### config.mk
export PLATFORM = sky130hd
export DESIGN_NAME = vga_sync_receiver
export DESIGN_NICKNAME = d
export VERILOG_FILES = /design/src/rtl/vga_sync_receiver.sv
export SDC_FILE = /design/constraint.sdc
export NUM_CORES = 1
export LEC_CHECK = 0
export ABC_AREA = 1
export BUFFER_PORTS_ARGS = -buffer_cell sky130_fd_sc_hd__buf_2
export CAP_MARGIN = 10
export CORE_MARGIN = 10
export CORE_UTILIZATION = 40
export CTS_BUF_LIST = sky130_fd_sc_hd__clkbuf_4
export CTS_CLUSTER_SIZE = 24
export DETAILED_ROUTE_END_ITERATION = 10
export HOLD_SLACK_MARGIN = 0.03
export PLACE_DENSITY = 0.67
export SYNTH_ARGS = -nofsm -noshare
export SYNTH_HDL_FRONTEND = slang
export SYNTH_SLANG_ARGS = --single-unit
### constraint.sdc
create_clock -name clock_25 -period 5.3 [get_ports clock_25]
set_input_delay 0.265 -clock clock_25 [delete_from_list [all_inputs] [get_ports clock_25]]
set_output_delay 0.265 -clock clock_25 [all_outputs]
set_load 0.05 [all_outputs]
### src/rtl/vga_sync_receiver.sv
// vga_sync_receiver: rebuilds pixel coordinates, display-area flag and lock status from received h_sync/v_sync.
// Define VGA_SYNC_RX_WATCHDOG_EN to add a dead-input timeout on the line and frame counters.
module vga_sync_receiver #(
    parameter int H_TOTAL           = 800,
    parameter int H_SYNC            = 96,
    parameter int H_BACK            = 48,
    parameter int H_ACTIVE          = 640,
    parameter int V_TOTAL           = 525,
    parameter int V_SYNC            = 2,
    parameter int V_BACK            = 33,
    parameter int V_ACTIVE          = 480,
    parameter int LOCK_FRAMES       = 2,
    parameter int PIXEL_DISPLAY_BIT = 10
) (
    input  logic                         clock_25,
    input  logic                         reset,
    input  logic                         h_sync,
    input  logic                         v_sync,
    output logic [PIXEL_DISPLAY_BIT-1:0] rx_x,
    output logic [PIXEL_DISPLAY_BIT-1:0] rx_y,
    output logic                         rx_display_area,
    output logic                         locked,
    output logic                         frame_tik,
    output logic [7:0]                   err_count
);

    localparam int GW = $clog2(LOCK_FRAMES + 1);

    localparam logic [10:0]   LP_H_TOTAL   = 11'(H_TOTAL);
    localparam logic [10:0]   LP_V_TOTAL   = 11'(V_TOTAL);
    localparam logic [10:0]   LP_H_SYNC_M1 = 11'(H_SYNC - 1);
    localparam logic [10:0]   LP_H_START   = 11'(H_SYNC + H_BACK);
    localparam logic [10:0]   LP_H_END     = 11'(H_SYNC + H_BACK + H_ACTIVE - 1);
    localparam logic [10:0]   LP_V_START   = 11'(V_SYNC + V_BACK);
    localparam logic [10:0]   LP_V_END     = 11'(V_SYNC + V_BACK + V_ACTIVE - 1);
    localparam logic [GW-1:0] LP_LOCK      = GW'(LOCK_FRAMES);

`ifdef VGA_SYNC_RX_WATCHDOG_EN
    localparam logic [10:0]   LP_H_LIMIT   = 11'(2 * H_TOTAL);
    localparam logic [10:0]   LP_V_LIMIT   = 11'(2 * V_TOTAL);
`else
    localparam logic [10:0]   LP_H_LIMIT   = 11'h7FF;
    localparam logic [10:0]   LP_V_LIMIT   = 11'h7FF;
`endif

    typedef enum logic [1:0] {
        ST_SEARCH = 2'd0,
        ST_TRAIN  = 2'd1,
        ST_LOCKED = 2'd2
    } state_t;

    function automatic logic [7:0] sat_inc8(input logic [7:0] value);
        if (value == 8'hFF) begin
            sat_inc8 = value;
        end else begin
            sat_inc8 = value + 8'd1;
        end
    endfunction

    logic                         r_hs_q;
    logic                         r_hs_d;
    logic                         r_vs_q;
    logic                         r_vs_d;
    logic [10:0]                  r_h_cnt;
    logic [10:0]                  r_v_cnt;
    logic                         r_vpend;
    logic                         r_first_line;
    logic                         r_first_frame;
    logic                         r_frame_err;
    logic                         r_bound;
    state_t                       r_state;
    logic [GW-1:0]                r_good_cnt;
    logic [7:0]                   r_err_count;
    logic [PIXEL_DISPLAY_BIT-1:0] r_rx_x;
    logic [PIXEL_DISPLAY_BIT-1:0] r_rx_y;
    logic                         r_display_area;
    logic                         r_locked;
    logic                         r_frame_tik;

    logic                         w_hfall;
    logic                         w_hrise;
    logic                         w_vfall;
    logic                         w_vbound;
    logic                         w_line_err;
    logic                         w_pulse_err;
    logic                         w_frame_err;
    logic                         w_h_wd;
    logic                         w_v_wd;
    logic                         w_err_evt;
    logic [10:0]                  w_h_cnt_next;
    logic [10:0]                  w_v_cnt_next;
    state_t                       w_state_next;
    logic [GW-1:0]                w_good_next;
    logic                         w_out_en;
    logic                         w_h_in;
    logic                         w_v_in;
    logic                         w_da_next;
    logic [PIXEL_DISPLAY_BIT-1:0] w_x_next;
    logic [PIXEL_DISPLAY_BIT-1:0] w_y_next;
    logic                         w_tik_next;

    // Pin capture: _q is the sampled pin, _d its delayed copy for edge detection
    always_ff @(posedge clock_25) begin
        if (reset) begin
            r_hs_q <= 1'b1;
            r_hs_d <= 1'b1;
            r_vs_q <= 1'b1;
            r_vs_d <= 1'b1;
        end else begin
            r_hs_q <= h_sync;
            r_hs_d <= r_hs_q;
            r_vs_q <= v_sync;
            r_vs_d <= r_vs_q;
        end
    end

    assign w_hfall  = r_hs_d & ~r_hs_q;
    assign w_hrise  = ~r_hs_d & r_hs_q;
    assign w_vfall  = r_vs_d & ~r_vs_q;
    assign w_vbound = w_hfall & (r_vpend | w_vfall);

    assign w_line_err  = w_hfall & ~r_first_line & ((r_h_cnt + 11'd1) != LP_H_TOTAL);
    assign w_pulse_err = w_hrise & (r_h_cnt != LP_H_SYNC_M1);
    assign w_frame_err = w_vbound & ~r_first_frame & ((r_v_cnt + 11'd1) != LP_V_TOTAL);

`ifdef VGA_SYNC_RX_WATCHDOG_EN
    assign w_h_wd = ~w_hfall & (r_h_cnt == LP_H_LIMIT);
    assign w_v_wd = ~w_vbound & (r_v_cnt == LP_V_LIMIT);
`else
    assign w_h_wd = 1'b0;
    assign w_v_wd = 1'b0;
`endif

    // Several simultaneous errors form a single event; SEARCH ignores them all
    assign w_err_evt = (w_line_err | w_pulse_err | w_frame_err | w_h_wd | w_v_wd)
                     & (r_state != ST_SEARCH);

    // Line/frame counter next values; both hold at their limit instead of wrapping
    always_comb begin
        w_h_cnt_next = r_h_cnt;
        w_v_cnt_next = r_v_cnt;
        if (w_hfall) begin
            w_h_cnt_next = 11'd0;
        end else if (r_h_cnt != LP_H_LIMIT) begin
            w_h_cnt_next = r_h_cnt + 11'd1;
        end else begin
            w_h_cnt_next = r_h_cnt;
        end
        if (w_vbound) begin
            w_v_cnt_next = 11'd0;
        end else if (w_hfall && (r_v_cnt != LP_V_LIMIT)) begin
            w_v_cnt_next = r_v_cnt + 11'd1;
        end else begin
            w_v_cnt_next = r_v_cnt;
        end
    end

    // Counters and per-frame bookkeeping (pending vsync, skip flags, error-in-frame)
    always_ff @(posedge clock_25) begin
        if (reset) begin
            r_h_cnt       <= 11'd0;
            r_v_cnt       <= 11'd0;
            r_vpend       <= 1'b0;
            r_first_line  <= 1'b1;
            r_first_frame <= 1'b1;
            r_frame_err   <= 1'b0;
            r_bound       <= 1'b0;
        end else begin
            r_h_cnt <= w_h_cnt_next;
            r_v_cnt <= w_v_cnt_next;
            r_bound <= w_vbound;
            if (w_vbound) begin
                r_vpend <= 1'b0;
            end else if (w_vfall) begin
                r_vpend <= 1'b1;
            end else begin
                r_vpend <= r_vpend;
            end
            if (r_state == ST_SEARCH) begin
                r_first_line  <= 1'b1;
                r_first_frame <= 1'b1;
                r_frame_err   <= 1'b0;
            end else begin
                r_first_line  <= r_first_line & ~w_hfall;
                r_first_frame <= r_first_frame & ~w_vbound;
                if (w_vbound) begin
                    r_frame_err <= 1'b0;
                end else begin
                    r_frame_err <= r_frame_err | w_err_evt;
                end
            end
        end
    end

    // Lock FSM state register
    always_ff @(posedge clock_25) begin
        if (reset) begin
            r_state    <= ST_SEARCH;
            r_good_cnt <= {GW{1'b0}};
        end else begin
            r_state    <= w_state_next;
            r_good_cnt <= w_good_next;
        end
    end

    // Lock FSM next state: a frame is good only if no error hit it, including at its boundary
    always_comb begin
        w_state_next = r_state;
        w_good_next  = r_good_cnt;
        case (r_state)
            ST_SEARCH: begin
                if (w_vbound) begin
                    w_state_next = ST_TRAIN;
                    w_good_next  = {GW{1'b0}};
                end else begin
                    w_state_next = ST_SEARCH;
                end
            end
            ST_TRAIN: begin
                if (w_vbound) begin
                    if (r_frame_err || w_err_evt) begin
                        w_good_next = {GW{1'b0}};
                    end else if ((r_good_cnt + {{(GW-1){1'b0}}, 1'b1}) == LP_LOCK) begin
                        w_good_next  = r_good_cnt + {{(GW-1){1'b0}}, 1'b1};
                        w_state_next = ST_LOCKED;
                    end else begin
                        w_good_next = r_good_cnt + {{(GW-1){1'b0}}, 1'b1};
                    end
                end else begin
                    w_state_next = ST_TRAIN;
                end
            end
            ST_LOCKED: begin
                if (w_err_evt) begin
                    w_state_next = ST_SEARCH;
                end else begin
                    w_state_next = ST_LOCKED;
                end
            end
            default: begin
                w_state_next = ST_SEARCH;
                w_good_next  = {GW{1'b0}};
            end
        endcase
    end

    // Output decode; gating on the next state drops everything the cycle after an error
    always_comb begin
        w_out_en   = (r_state == ST_LOCKED) && (w_state_next == ST_LOCKED);
        w_h_in     = (r_h_cnt >= LP_H_START) && (r_h_cnt <= LP_H_END);
        w_v_in     = (r_v_cnt >= LP_V_START) && (r_v_cnt <= LP_V_END);
        w_da_next  = w_out_en && w_h_in && w_v_in;
        w_tik_next = w_out_en && r_bound;
        w_x_next   = {PIXEL_DISPLAY_BIT{1'b0}};
        w_y_next   = {PIXEL_DISPLAY_BIT{1'b0}};
        if (w_da_next) begin
            w_x_next = PIXEL_DISPLAY_BIT'(r_h_cnt - LP_H_START);
            w_y_next = PIXEL_DISPLAY_BIT'(r_v_cnt - LP_V_START);
        end else begin
            w_x_next = {PIXEL_DISPLAY_BIT{1'b0}};
            w_y_next = {PIXEL_DISPLAY_BIT{1'b0}};
        end
    end

    // Output register stage and saturating error counter
    always_ff @(posedge clock_25) begin
        if (reset) begin
            r_rx_x         <= {PIXEL_DISPLAY_BIT{1'b0}};
            r_rx_y         <= {PIXEL_DISPLAY_BIT{1'b0}};
            r_display_area <= 1'b0;
            r_locked       <= 1'b0;
            r_frame_tik    <= 1'b0;
            r_err_count    <= 8'd0;
        end else begin
            r_rx_x         <= w_x_next;
            r_rx_y         <= w_y_next;
            r_display_area <= w_da_next;
            r_locked       <= w_out_en;
            r_frame_tik    <= w_tik_next;
            if (w_err_evt) begin
                r_err_count <= sat_inc8(r_err_count);
            end else begin
                r_err_count <= r_err_count;
            end
        end
    end

    assign rx_x            = r_rx_x;
    assign rx_y            = r_rx_y;
    assign rx_display_area = r_display_area;
    assign locked          = r_locked;
    assign frame_tik       = r_frame_tik;
    assign err_count       = r_err_count;

endmodule

After elaboration in Yosys (flattened, before gate mapping):

Cells that the tools add are included.

* register bits: 66
* bits in latches: 0
* memory bits (writable): 0
* memory bits (read-only): 0
* input port bits: 4
* word-level logic and storage cells: 94
* memories kept: 0

* add/sub/neg operators: 6
* $mul: 0
* div/mod/pow operators: 0
* magnitude comparators: 4
* eq/ne operators: 12
* shift operators: 0
* mux-type cells: 10
* bitwise gates (word level): 26
* reductions and logical operators: 17

Operators with widths (number)
* $add 11x1->11 const B: 2
* $le 11x10->1 const B: 2
* $ne 11x10->1 const B: 2
* $ne 11x11->1 const B: 2
* $mux 2: 7
* $and 1x1->1: 12
* $pmux 2 s3: 2
* $ge 11x6->1 const B: 1
* $ge 11x8->1 const B: 1
* $ne 11x7->1 const B: 1
* $not 1->1: 10
* $sub 10x6->10 const B: 1
* $sub 10x8->10 const B: 1
* $add 8x1->8 const B: 1
* $eq 8x8->1 const B: 1
* $reduce_or 2->1: 4
* $logic_and 1x1->1: 7
* $eq 2x2->1 const B: 3
* $ne 2x2->1 const B: 2
* $or 1x1->1: 4
* $reduce_and 3->1: 1
* $reduce_or 3->1: 1
* $add 2x1->2 const B: 1
* $eq 2x1->1 const B: 1
* 5 further kinds: 5

Logic depth before layout (Yosys ltp):

* word-level depth: 18
* depth in mapped cells: 15

Worst setup path after synthesis:

Ideal clock, no wire load.

* kind: flip-flop to flip-flop
* start: register r_v_cnt[0]
* end: register r_rx_y[4] (netlist: rx_y[4])
* arrival: 1.925 ns
* required time: 5.238 ns
* slack: 3.314 ns
* stages on the path, launching flop included: 16
* buffers on the path: 2
* period minus slack after synthesis: 1.986 ns
* cells stage by stage: dfxtp_1 ha_1 buf_2 nand3_1 nand2_1 nand2_1 nor2_1 nand2_1 nor2_1 nand3_1 nand2_2 nand3_4 nor3_4 nand2b_2 buf_6 nor2_2

* longest elaborated chain between the ends: 15
* elaborated cells on any way between the ends: 20

RTL lines
* from (decl): line 65 `logic [10:0] r_v_cnt;`
* from (signal assigned): line 170 `r_v_cnt <= w_v_cnt_next;`
* $add 11x1->11: line 124 `assign w_frame_err = w_vbound & ~r_first_frame & ((r_v_cnt + 11'd1) != LP_V_TOTAL);`
* $ne 11x10->1: line 124
* $and 1x1->1: line 124
* $or 1x1->1: line 135 `assign w_err_evt = (w_line_err | w_pulse_err | w_frame_err | w_h_wd | w_v_wd)`
* $and 1x1->1: line 136 `& (r_state != ST_SEARCH);`
* $logic_or 1x1->1: line 221 `if (r_frame_err || w_err_evt) begin`
* $mux 2: line 221
* $mux 2: line 220 `if (w_vbound) begin`
* $pmux 2 s3: line 210 `case (r_state)`
* $eq 2x2->1: line 249 `w_out_en = (r_state == ST_LOCKED) && (w_state_next == ST_LOCKED);`
* $logic_and 1x1->1: line 249
* $logic_and 1x1->1 (2 in a row): line 252 `w_da_next = w_out_en && w_h_in && w_v_in;`
* $not 1->1 (no line)
* $reduce_or 2->1 (no line)
* to (signal assigned): line 269 `r_rx_y <= {PIXEL_DISPLAY_BIT{1'b0}};`
* to (signal assigned): line 276 `r_rx_y <= w_y_next;`
* to (decl): line 75 `logic [PIXEL_DISPLAY_BIT-1:0] r_rx_y;`

Several ways; a longest one is shown, not always the timed one.
A chain may end at the register's enable or synchronous reset.

Final worst setup path:

* start: register r_h_cnt[0]
* end: register r_rx_y[6] (netlist: rx_y[6])

* longest elaborated chain between the ends: 16
* elaborated cells on any way between the ends: 22

RTL lines
* from (decl): line 64 `logic [10:0] r_h_cnt;`
* from (signal assigned): line 169 `r_h_cnt <= w_h_cnt_next;`
* $add 11x1->11: line 122 `assign w_line_err = w_hfall & ~r_first_line & ((r_h_cnt + 11'd1) != LP_H_TOTAL);`
* $ne 11x10->1: line 122
* $and 1x1->1: line 122
* $or 1x1->1 (2 in a row): line 135
* $and 1x1->1: line 136
* $logic_or 1x1->1: line 221
* $mux 2: line 221
* $mux 2: line 220
* $pmux 2 s3: line 210
* $eq 2x2->1: line 249
* $logic_and 1x1->1: line 249
* $logic_and 1x1->1 (*) (2 in a row): line 252
* $not 1->1 (no line) (*)
* $reduce_or 2->1 (no line) (*)

Every way passes the cells marked *; elsewhere a longest branch is shown, timed or not.

==> results.ini <==
[status]
status=finished, final reports clean

[cells_and_area]
nNetsFinal=497
nFillCells=783
area_growth_pct=12.9
seq_area_um2=1320
antenna_cells=0
finalNonFillerCells=587
layout-drive-gt1-share_pct=17.3
multiInputGateArea_um2=1640
final_cell_mix=91 x nand2_1, 66 x dfxtp_1, 57 x inv_1
final_common_cell=nand2_1

[clocking]
cts_made_buffers=9
h-tree-depth=3
cts_sinks=66
clk_pin_slew_ns=0.11
clock_latency_ns=0.41
postCtsResizedCells=0
cts_tree=built
clk_path_buf_depth=2
cts-root-buf=clkbuf_4

[global_route]
grt_pass1_wl_um=12500
grt_max_degree=22
grt_pass1_vias=2840
track_usage_pct=12.7
antenna_found_initial=0
grt_overflow_total=0

[sta]
timing.final.crit_period_ns=2.61
final_max_slew_viol_count=0
rsz0062_at_grt=no
fin_crit_sh_pct=49.3
hold_slack_ns=0.256
fin_worst_skew_ns=0.00999
slew_headroom_pct=58.1
tightestPinTransition_ns=0.627
setup_viol=0
fmax_ghz=0.383
hold_viol_final=0
tns_ns=0

[run]
max_cap_violations=0

[critical_path]
cp_data_arrival_time_ns=2.95
crit_type=reg -> reg
critical-path-top-delay-family=simple AND/OR/NAND/NOR gates
cp_common_cell=nand2_1
slowest_delay_ns=0.55
required_ns=5.64
cp_max_fo=21
crit_buf_inv=0
slowest_stage=dfxtp_1
critPathLaunchType=flip-flop
r2r-start=r_h_cnt[0]$_SDFFE_PP0P_
endpoint_kind=flip-flop
crit_chain=ha_1, nand2_1, nor2_2, nand3_1, nand2_1, nand2_1, nor2_1, nand3_1, nand2_1, nand3_4, nor3_4, nand2b_2, nor2_2
critPathLaunch=r_h_cnt[0]$_SDFFE_PP0P_

[route]
drc_errors=0
wl_per_cell_um=12.2
via_per_inst=4.86
num_vias=2854
drt.antenna.violating_nets=0
totalWireLength_um=7180
dr.pass1.iters=4
drtIter0Drc=153

[yosys]
ys_ff_latch=66
synth_edf_count=0
synth_warnings=0
synth_top_cell_by_area=dfxtp_1
ys_seq_area_share_pct=40.6
synthCells=446
synthTopCellsByArea=dfxtp_1 41%, nand2_1 10%, inv_1 6.6%, nor2_1 5.2%, ha_1 4.6%
synth_top_area_share_pct=40.6
synth_area_um2=3260
synth_fp_nets=462
yosys_most_used_dff=dfxtp_1
synth_cell_types=34
ys_async_sr_fraction_pct=0
avgSynthCellArea_um2=7.31

[placed_design]
port_buffers=34
hpwlAfterDp_um=5430
dp.cells=570
gp_congestion=0.907

[min_path]
min_path_type=in -> reg
min_from=reset

[die]
start_util_pct=41.7
die_h_um=110
dieArea_um2=12200
dieWidth_um=110
rows=32
core_region_area_um2=7810
num_io_pins=35

[pwr]
irDropWorstVdd_v=0.000156
cellLeakagePower_nw=1.70
p_total_mw=1.00
pwr_density_cell_nw_per_um2=272

## layout make-up
type	count	area share (%)
multi-input combinational	308	44.6
clock inverter	6	2.89
tap	102	3.47
clock buffer	9	1.84
timing repair buffer	36	5.17
sequential	66	35.9
inverter	60	6.12
## repair_timing
| item | in CTS | in global routing |
|---|---|---|
| endpoints found under the hold margin | 2 | 0 |
| hold buffers | 2 | 0 |
| buffers inserted | 0 | 0 |
## Yosys cell counts (2+ instances only)
library cell / count
a21oi_1: 29
inv_2: 2
nor2_2: 23
xor2_1: 11
xnor2_1: 5
dfxtp_1: 66
nand2_1: 91
nand3_2: 3
nor2_1: 45
ha_1: 12
nor3_1: 5
nand4_1: 17
buf_6: 2
or2_2: 3
nand2_2: 2
nand3_1: 28
buf_4: 2
o21ai_0: 23
inv_1: 57
buf_2: 3
clkbuf_1: 4
## worst reg2reg max path: cells and delay by family, from the launching register on
| family | cells | cell delay [ns] |
|---|---|---|
| flops | 1 | 0.55 |
| fa+ha+maj | 1 | 0.29 |
| simple gates | 12 | 1.70 |
## flip-flops by register name, summed over array words and instances, names as in the netlist, 2 cells and up
register and cells:
rx_y 10, r_v_cnt 11, err_count 8, r_good_cnt 2, r_h_cnt 11, rx_x 10, r_state 2
## cell families after synthesis
kind of cell / share of synthesized area [%]
buf+inv: 9.14
compound gates: 9.60
fa+ha+maj: 4.61
simple gates: 31.8
flops: 40.6
xor+xnor: 4.30
## report_power, final
group,switching (mW),internal (mW),total [mW],leakage (nW)
combinational,0.0449,0.0221,0.0671,1.08
sequential,0.0142,0.505,0.519,0.535
clock,0.180,0.234,0.414,0.0894
## path summary, 6_finish.rpt
kind | endpoint | slack (ns) | cells past startpoint
worst max-delay path | rx_y[6]$_SDFF_PP0_ | 2.69 | 13
worst min-delay path | err_count[5]$_SDFFE_PP0P_ | 0.26 | 2
worst max register to register | rx_y[6]$_SDFF_PP0_ | 2.69 | 13
worst min register to register | frame_tik$_SDFF_PP0_ | 0.43 | 2
## per-stage QoR
step	util, %	cell area (um2)	setup WS [ns]
floorplan	-	3260	3.31
finish	47.1	3680	2.69
CTS	47.1	3680	2.64
detailed placement	44.6	3480	2.67
global placement	44.6	3480	2.75
global route	47.1	3680	2.37
## metal layers
metal | share of wire, % | track usage [%]
met4 | 1.5 | 5.60
met1 | 44 | 14.9
met2 | 48 | 20.6
met5 | 0 | 0
met3 | 6.2 | 4.35
No activity file was read; power rests on OpenSTA's default activity.
